--- config.mk ---
export PLATFORM = sky130hd
export DESIGN_NAME = dram_rowcol_sequencer
export DESIGN_NICKNAME = d
export VERILOG_FILES = /design/src/rtl/dram_rowcol_sequencer_pkg.sv /design/src/rtl/dram_refresh_timer.sv /design/src/rtl/dram_rowcol_sequencer.sv
export SDC_FILE = /design/constraint.sdc
export NUM_CORES = 1
export LEC_CHECK = 0
export CELL_PAD_IN_SITES_DETAIL_PLACEMENT = 1
export CELL_PAD_IN_SITES_GLOBAL_PLACEMENT = 2
export CORE_ASPECT_RATIO = 0.6
export CORE_MARGIN = 2
export CORE_UTILIZATION = 31
export CTS_CLUSTER_DIAMETER = 80
export CTS_CLUSTER_SIZE = 40
export DETAILED_ROUTE_END_ITERATION = 8
export PLACE_DENSITY_LB_ADDON = 0.1
export SYNTH_ARGS = -nofsm -noshare
export SYNTH_HDL_FRONTEND = slang
export SYNTH_HIERARCHICAL = 1
export SYNTH_SLANG_ARGS = --single-unit
--- constraint.sdc ---
create_clock -name clk -period 2.8 [get_ports clk]
set_clock_uncertainty 0.2 [all_clocks]
set_input_delay 0.28 -clock clk [delete_from_list [all_inputs] [get_ports clk]]
set_output_delay 0.28 -clock clk [all_outputs]
set_load 0.05 [all_outputs]
--- src/rtl/dram_rowcol_sequencer_pkg.sv ---
// Shared types and helpers for the DRAM row/column access sequencer.
package dram_rowcol_sequencer_pkg;

  typedef enum logic [2:0] {
    S_IDLE   = 3'd0,
    S_RAS    = 3'd1,
    S_COLMUX = 3'd2,
    S_CAS    = 3'd3,
    S_PRE    = 3'd4,
    S_RCAS   = 3'd5,
    S_RRAS   = 3'd6,
    S_RPRE   = 3'd7
  } state_t;

  // Inactive level of the active-low DRAM strobes.
  localparam logic STROBE_IDLE = 1'b1;

  function automatic int unsigned max2(input int unsigned a, input int unsigned b);
    return (a > b) ? a : b;
  endfunction

endpackage

--- src/rtl/dram_refresh_timer.sv ---
// Free-running refresh interval timer; raises a saturating pending flag on each wrap.
module dram_refresh_timer #(
  parameter int unsigned REFRESH_INTERVAL = 128
) (
  input  logic clk,
  input  logic reset_n,
  input  logic clear,
  output logic pending
);

  localparam int unsigned CW = $clog2(REFRESH_INTERVAL);

  logic [CW-1:0] r_cnt;
  logic          r_pending;
  logic          w_wrap;

  assign w_wrap  = (r_cnt == CW'(REFRESH_INTERVAL - 1));
  assign pending = r_pending;

  // A wrap coinciding with a clear means a fresh refresh is owed, so set wins.
  always_ff @(posedge clk) begin
    if (!reset_n) begin
      r_cnt     <= '0;
      r_pending <= 1'b0;
    end else begin
      r_cnt <= w_wrap ? '0 : r_cnt + CW'(1);
      if (w_wrap)
        r_pending <= 1'b1;
      else if (clear)
        r_pending <= 1'b0;
    end
  end

endmodule

--- src/rtl/dram_rowcol_sequencer.sv ---
// DRAM access sequencer: latches one host request, drives RAS/mux/CAS/WE timing,
// and interleaves CAS-before-RAS refresh cycles.
module dram_rowcol_sequencer
  import dram_rowcol_sequencer_pkg::*;
#(
  parameter int unsigned ROW_BITS         = 8,
  parameter int unsigned COL_BITS         = 8,
  parameter int unsigned RAS_TO_MUX       = 1,
  parameter int unsigned MUX_TO_CAS       = 1,
  parameter int unsigned CAS_CYCLES       = 2,
  parameter int unsigned PRECHARGE        = 2,
  parameter int unsigned REFRESH_INTERVAL = 128,
  localparam int unsigned AW = max2(ROW_BITS, COL_BITS)
) (
  input  logic                         clk,
  input  logic                         reset_n,
  input  logic                         req,
  input  logic                         we,
  input  logic [ROW_BITS+COL_BITS-1:0] addr,
  output logic                         ack,
  output logic                         busy,
  output logic                         ras_n,
  output logic                         cas_n,
  output logic                         we_n,
  output logic                         mux,
  output logic [AW-1:0]                dram_addr
);

  localparam int unsigned TMAX = max2(max2(RAS_TO_MUX, MUX_TO_CAS), max2(CAS_CYCLES, PRECHARGE));
  localparam int unsigned CW   = $clog2(TMAX + 1);

  state_t                r_state;
  logic [CW-1:0]         r_cnt;
  logic [ROW_BITS-1:0]   r_row;
  logic [COL_BITS-1:0]   r_col;
  logic                  r_we;
  logic                  r_ack;
  logic                  r_busy;
  logic                  r_ras_n;
  logic                  r_cas_n;
  logic                  r_we_n;
  logic                  r_mux;
  logic [AW-1:0]         r_dram_addr;

  logic                  w_ref_pending;
  logic                  w_ref_clear;
  logic [ROW_BITS-1:0]   w_row_in;
  logic [COL_BITS-1:0]   w_col_in;

  assign w_row_in    = addr[ROW_BITS-1:0];
  assign w_col_in    = addr[ROW_BITS+COL_BITS-1:ROW_BITS];
  assign w_ref_clear = (r_state == S_IDLE) && w_ref_pending;

  dram_refresh_timer #(
    .REFRESH_INTERVAL(REFRESH_INTERVAL)
  ) u_refresh_timer (
    .clk    (clk),
    .reset_n(reset_n),
    .clear  (w_ref_clear),
    .pending(w_ref_pending)
  );

  // Phase counters load LEN-1 on entry and advance when they reach zero.
  always_ff @(posedge clk) begin
    if (!reset_n) begin
      r_state     <= S_IDLE;
      r_cnt       <= '0;
      r_row       <= '0;
      r_col       <= '0;
      r_we        <= 1'b0;
      r_ack       <= 1'b0;
      r_busy      <= 1'b0;
      r_ras_n     <= STROBE_IDLE;
      r_cas_n     <= STROBE_IDLE;
      r_we_n      <= STROBE_IDLE;
      r_mux       <= 1'b0;
      r_dram_addr <= '0;
    end else begin
      r_ack <= 1'b0;
      case (r_state)
        S_IDLE: begin
          if (w_ref_pending) begin
            r_cas_n <= 1'b0;
            r_busy  <= 1'b1;
            r_state <= S_RCAS;
          end else if (req) begin
            r_row       <= w_row_in;
            r_col       <= w_col_in;
            r_we        <= we;
            r_dram_addr <= AW'(w_row_in);
            r_ras_n     <= 1'b0;
            r_busy      <= 1'b1;
            r_cnt       <= CW'(RAS_TO_MUX - 1);
            r_state     <= S_RAS;
          end
        end
        S_RAS: begin
          if (r_cnt == '0) begin
            r_mux       <= 1'b1;
            r_dram_addr <= AW'(r_col);
            r_cnt       <= CW'(MUX_TO_CAS - 1);
            r_state     <= S_COLMUX;
          end else begin
            r_cnt <= r_cnt - CW'(1);
          end
        end
        S_COLMUX: begin
          if (r_cnt == '0) begin
            r_cas_n <= 1'b0;
            r_we_n  <= ~r_we;
            r_ack   <= (CAS_CYCLES == 1);
            r_cnt   <= CW'(CAS_CYCLES - 1);
            r_state <= S_CAS;
          end else begin
            r_cnt <= r_cnt - CW'(1);
          end
        end
        S_CAS: begin
          if (r_cnt == '0) begin
            r_ras_n     <= STROBE_IDLE;
            r_cas_n     <= STROBE_IDLE;
            r_we_n      <= STROBE_IDLE;
            r_mux       <= 1'b0;
            r_dram_addr <= AW'(r_row);
            r_cnt       <= CW'(PRECHARGE - 1);
            r_state     <= S_PRE;
          end else begin
            r_ack <= (r_cnt == CW'(1));
            r_cnt <= r_cnt - CW'(1);
          end
        end
        S_PRE, S_RPRE: begin
          if (r_cnt == '0) begin
            r_busy  <= 1'b0;
            r_state <= S_IDLE;
          end else begin
            r_cnt <= r_cnt - CW'(1);
          end
        end
        S_RCAS: begin
          r_ras_n <= 1'b0;
          r_cnt   <= CW'(CAS_CYCLES - 1);
          r_state <= S_RRAS;
        end
        S_RRAS: begin
          if (r_cnt == '0) begin
            r_ras_n <= STROBE_IDLE;
            r_cas_n <= STROBE_IDLE;
            r_cnt   <= CW'(PRECHARGE - 1);
            r_state <= S_RPRE;
          end else begin
            r_cnt <= r_cnt - CW'(1);
          end
        end
        default: r_state <= S_IDLE;
      endcase
    end
  end

  assign ack       = r_ack;
  assign busy      = r_busy;
  assign ras_n     = r_ras_n;
  assign cas_n     = r_cas_n;
  assign we_n      = r_we_n;
  assign mux       = r_mux;
  assign dram_addr = r_dram_addr;

endmodule
==> results of run 1 <==
kinds of logic (layout without fill, tap and decap cells):
logic type | count (synthesis) | after routing
AOI/OAI and AO/OA | 82 | 82
xor gates and xnor gates | 3 | 3
adders and majority gates | 11 | 11
buffers and inverters | 25 | 57
DFF | 44 | 44
muxes | 3 | 3
and+or+nand+nor | 95 | 95
synth_stat cells (3+ instances only):
cell type	number	area [sq um]
a22oi_1	8	60.1
and2_1	3	18.8
mux2i_1	3	30.0
o21ai_0	13	65.1
dfxtp_1	44	881
nand2_1	45	169
a21oi_1	33	165
inv_1	11	41.3
nor2_1	29	109
ha_1	10	125
buf_2	4	20.0
nand3_1	3	15.0
a211oi_1	10	75.1
clkbuf_1	6	22.5
nor2b_1	5	31.3
final cells by class:
type,instances,area share [%]
timing repair buffer,38,13.6
multi-input combinational,194,43.1
clock buffer,6,4.78
sequential,44,32.6
clock inverter,1,0.185
tap,87,4.03
inverter,12,1.67
where the power goes:
group	leakage, uW	switching (uW)	internal (uW)
combinational	0.000610	898	503
sequential	0.000361	102	770
clock	0.0000667	230	324
total	0.00104	1230	1600
through the flow:
| stage | hold slack (ns) | cells |
|---|---|---|
| 3_5_place_dp | 0.246 | 375 |
| 4_1_cts | 0.257 | 382 |
| 2_1_floorplan | 0.202 | 263 |
| 3_3_place_gp | 0.237 | 375 |
| 6_report | 0.257 | 382 |
| 5_1_grt | 0.276 | 382 |
per-layer routing:
metal,global-route usage [%],vias up
met5,0,-
met4,4.17,0
met3,4.63,6
met2,22.3,31
met1,25.2,858
li1,-,964
worst reg2reg max path, stage by stage (launching register included):
cell       delay, ns
dfxtp_1         0.45
ha_1            0.69
nor3_2          0.14
a2111oi_4       0.34
buf_4           0.26
nor2_1          0.07
a211oi_1        0.29
worst max path at each step:
stage / startpoint / to / slack [ns] / cells after the start
after floorplan: r_state[1] / dram_addr[5] / 0.69 / 8
after global placement: r_state[1] / dram_addr[1] / 0.39 / 6
after detailed placement: r_state[1] / dram_addr[4] / 0.31 / 6
after CTS: r_state[1] / dram_addr[4] / 0.23 / 6
after global routing: r_state[1] / dram_addr[4] / 0.005 / 6
final: r_state[1] / dram_addr[4] / 0.26 / 6
sequential cells by signal, indices dropped and copies added, names as in the netlist, 2 cells and up:
| signal | cells |
|---|---|
| dram_addr | 8 |
| r_cnt | 2 |
| r_col | 8 |
| r_row | 8 |
| r_state | 3 |
| u_refresh_timer/r_cnt | 7 |
==> flow_metrics.env, run 1 <==
export IMPL_cts_hold_fix_buffers=0
export IMPL_place_area_sq_mm=0.00256
export IMPL_cts_max_path_buffers=2
export IMPL_num_rows=23
export IMPL_drt_initial_drc_count=97
export IMPL_synth_compound_area_share_pct=25.2
export IMPL_pre_cts_ws_ns=0.305
export IMPL_nFillCells=827
export IMPL_ys_warn_count=6
export IMPL_fin_tns_setup_ns=0
export IMPL_layout_commonest_cell="nand2_1"
export IMPL_cts_clk_slew_worst_paths_ns=0.06
export IMPL_final_cell_mix="nand2_1, dfxtp_1, a21oi_1, clkdlybuf4s50_1, nor2_1"
export IMPL_place_congestion=0.730
export IMPL_initial_core_util_pct=32.1
export IMPL_grt_pass1_wl_um=9500
export IMPL_drtAntennaViolNets=0
export IMPL_dpl_hpwl_um=4220
export IMPL_root_buffer="clkbuf_16"
export IMPL_top_layer_used="met4"
export IMPL_syn_area_sq_mm=0.00215
export IMPL_grt_use_total_pct=16.5
export IMPL_post_route_util_pct=40.3
export IMPL_r2r_cells=6
export IMPL_cts_sinks=44
export IMPL_via_per_inst=4.87
export IMPL_synth_cells=263
export IMPL_synth_adder_area_share_pct=6.74
export IMPL_n_antenna_cell=0
export IMPL_critPathLaunchType="register"
export IMPL_synth_top_family_by_area="compound AO/OA/AOI/OAI gates"
export IMPL_cp_cell_sequence="ha_1 > nor3_2 > a2111oi_4 > buf_4 > nor2_1 > a211oi_1"
export IMPL_ir_drop_mv=0.471
export IMPL_core_area_sq_mm=0.00671
export IMPL_power_uw=2830
export IMPL_finalWorstSetupSlack_ns=0.259
export IMPL_slowest_stage="ha_1"
export IMPL_tightestPinTransition_ns=0.737
export IMPL_synth_cell_type_count=46
export IMPL_cts_buffers=5
export IMPL_postLayoutCellArea_sq_mm=0.00270
export IMPL_fp_dieW_um=112
export IMPL_cp_buffers_inverters=1
export IMPL_synthMuxAreaShare_pct=1.39
export IMPL_p_leak_uw=0.00104
export IMPL_fin_crit_ns=2.54
export IMPL_setup_viol=0
export IMPL_io_pins=34
export IMPL_grt_setup_unrepaired="no"
export IMPL_synth_simple_area_share_pct=19.5
export IMPL_htree_num_levels=2
export IMPL_numPortBuffers=33
export IMPL_cts_tree="built"
export IMPL_synth_flop_cell="dfxtp_1"
export IMPL_synthesis_nets=294
export IMPL_grt_pass1_vias=1763
export IMPL_drc=0
export IMPL_min_delay_start="r_we"
export IMPL_fmax_ghz=0.394
export IMPL_synthArstFlopShare_pct=0
export IMPL_grt_overflow=0
export IMPL_reg2reg_from="r_state[1]"
export IMPL_r2r_end="dram_addr[4]"
export IMPL_r2r_setup_slack_ns=0.26
export IMPL_drive_gt1_share_pct=7.12
export IMPL_insertion_delay_ns=0.28
export IMPL_end_kind="register"
export IMPL_holdPathStages=2
export IMPL_cp_top_family="adder cells"
export IMPL_drt_wl_total_um=5860
export IMPL_synthXorXnorAreaFrac_pct=1.22
export IMPL_final_hold_viol_count=0
export IMPL_seq_area_sq_um=881
export IMPL_hp_class="reg2reg"
export IMPL_seq_area_frac_synth_pct=40.9
export IMPL_met3_length_um=225
export IMPL_slew_viol_final=0
export IMPL_maxCapViolCount=0
export IMPL_worstPathArrival_ns=2.52
export IMPL_synth_edf_count=0
export IMPL_die_area_sq_mm=0.00765
export IMPL_wl_per_cell_um=15.3
export IMPL_slowest_delay_ns=0.68
export IMPL_crit_type="reg2reg"
export IMPL_multi_input_comb_area_sq_mm=0.00116
export IMPL_grt_max_degree=29
export IMPL_syn_area_per_cell_sq_um=8.19
export IMPL_antenna_found_initial=0
export IMPL_route_met2_wl_um=2150
export IMPL_slew_headroom_pct=50.9
export IMPL_period_share_pct=90.7
export IMPL_status="finished clean"
export IMPL_critPathRequiredTime_ns=2.78
export IMPL_cts_resized=0
export IMPL_critical_path_max_fanout=21
export IMPL_drt_met1_wl_um=3430
export IMPL_hold_end="r_we"
export IMPL_die_h_um=68.6
export IMPL_postCtsSetupBuffers=0
export IMPL_fin_nets=326
export IMPL_area_delta_synth_final_pct=25.3
export IMPL_ys_ff_latch=44
export IMPL_vias=1859
export IMPL_dr_pass1_iters=4
export IMPL_cellPowerDensity_mw_per_mm2=1050
Note: power is estimated with default switching activity, not from simulation.
==> run 2, diff against run 1 <==
--- a/config.mk
+++ b/config.mk
@@ -18,3 +18,4 @@
 export SYNTH_HDL_FRONTEND = slang
 export SYNTH_HIERARCHICAL = 1
 export SYNTH_SLANG_ARGS = --single-unit
+export TNS_END_PERCENT = 10
==> results of run 2 <==
The final DEF is identical to that of run 1; final timing and power are the same.
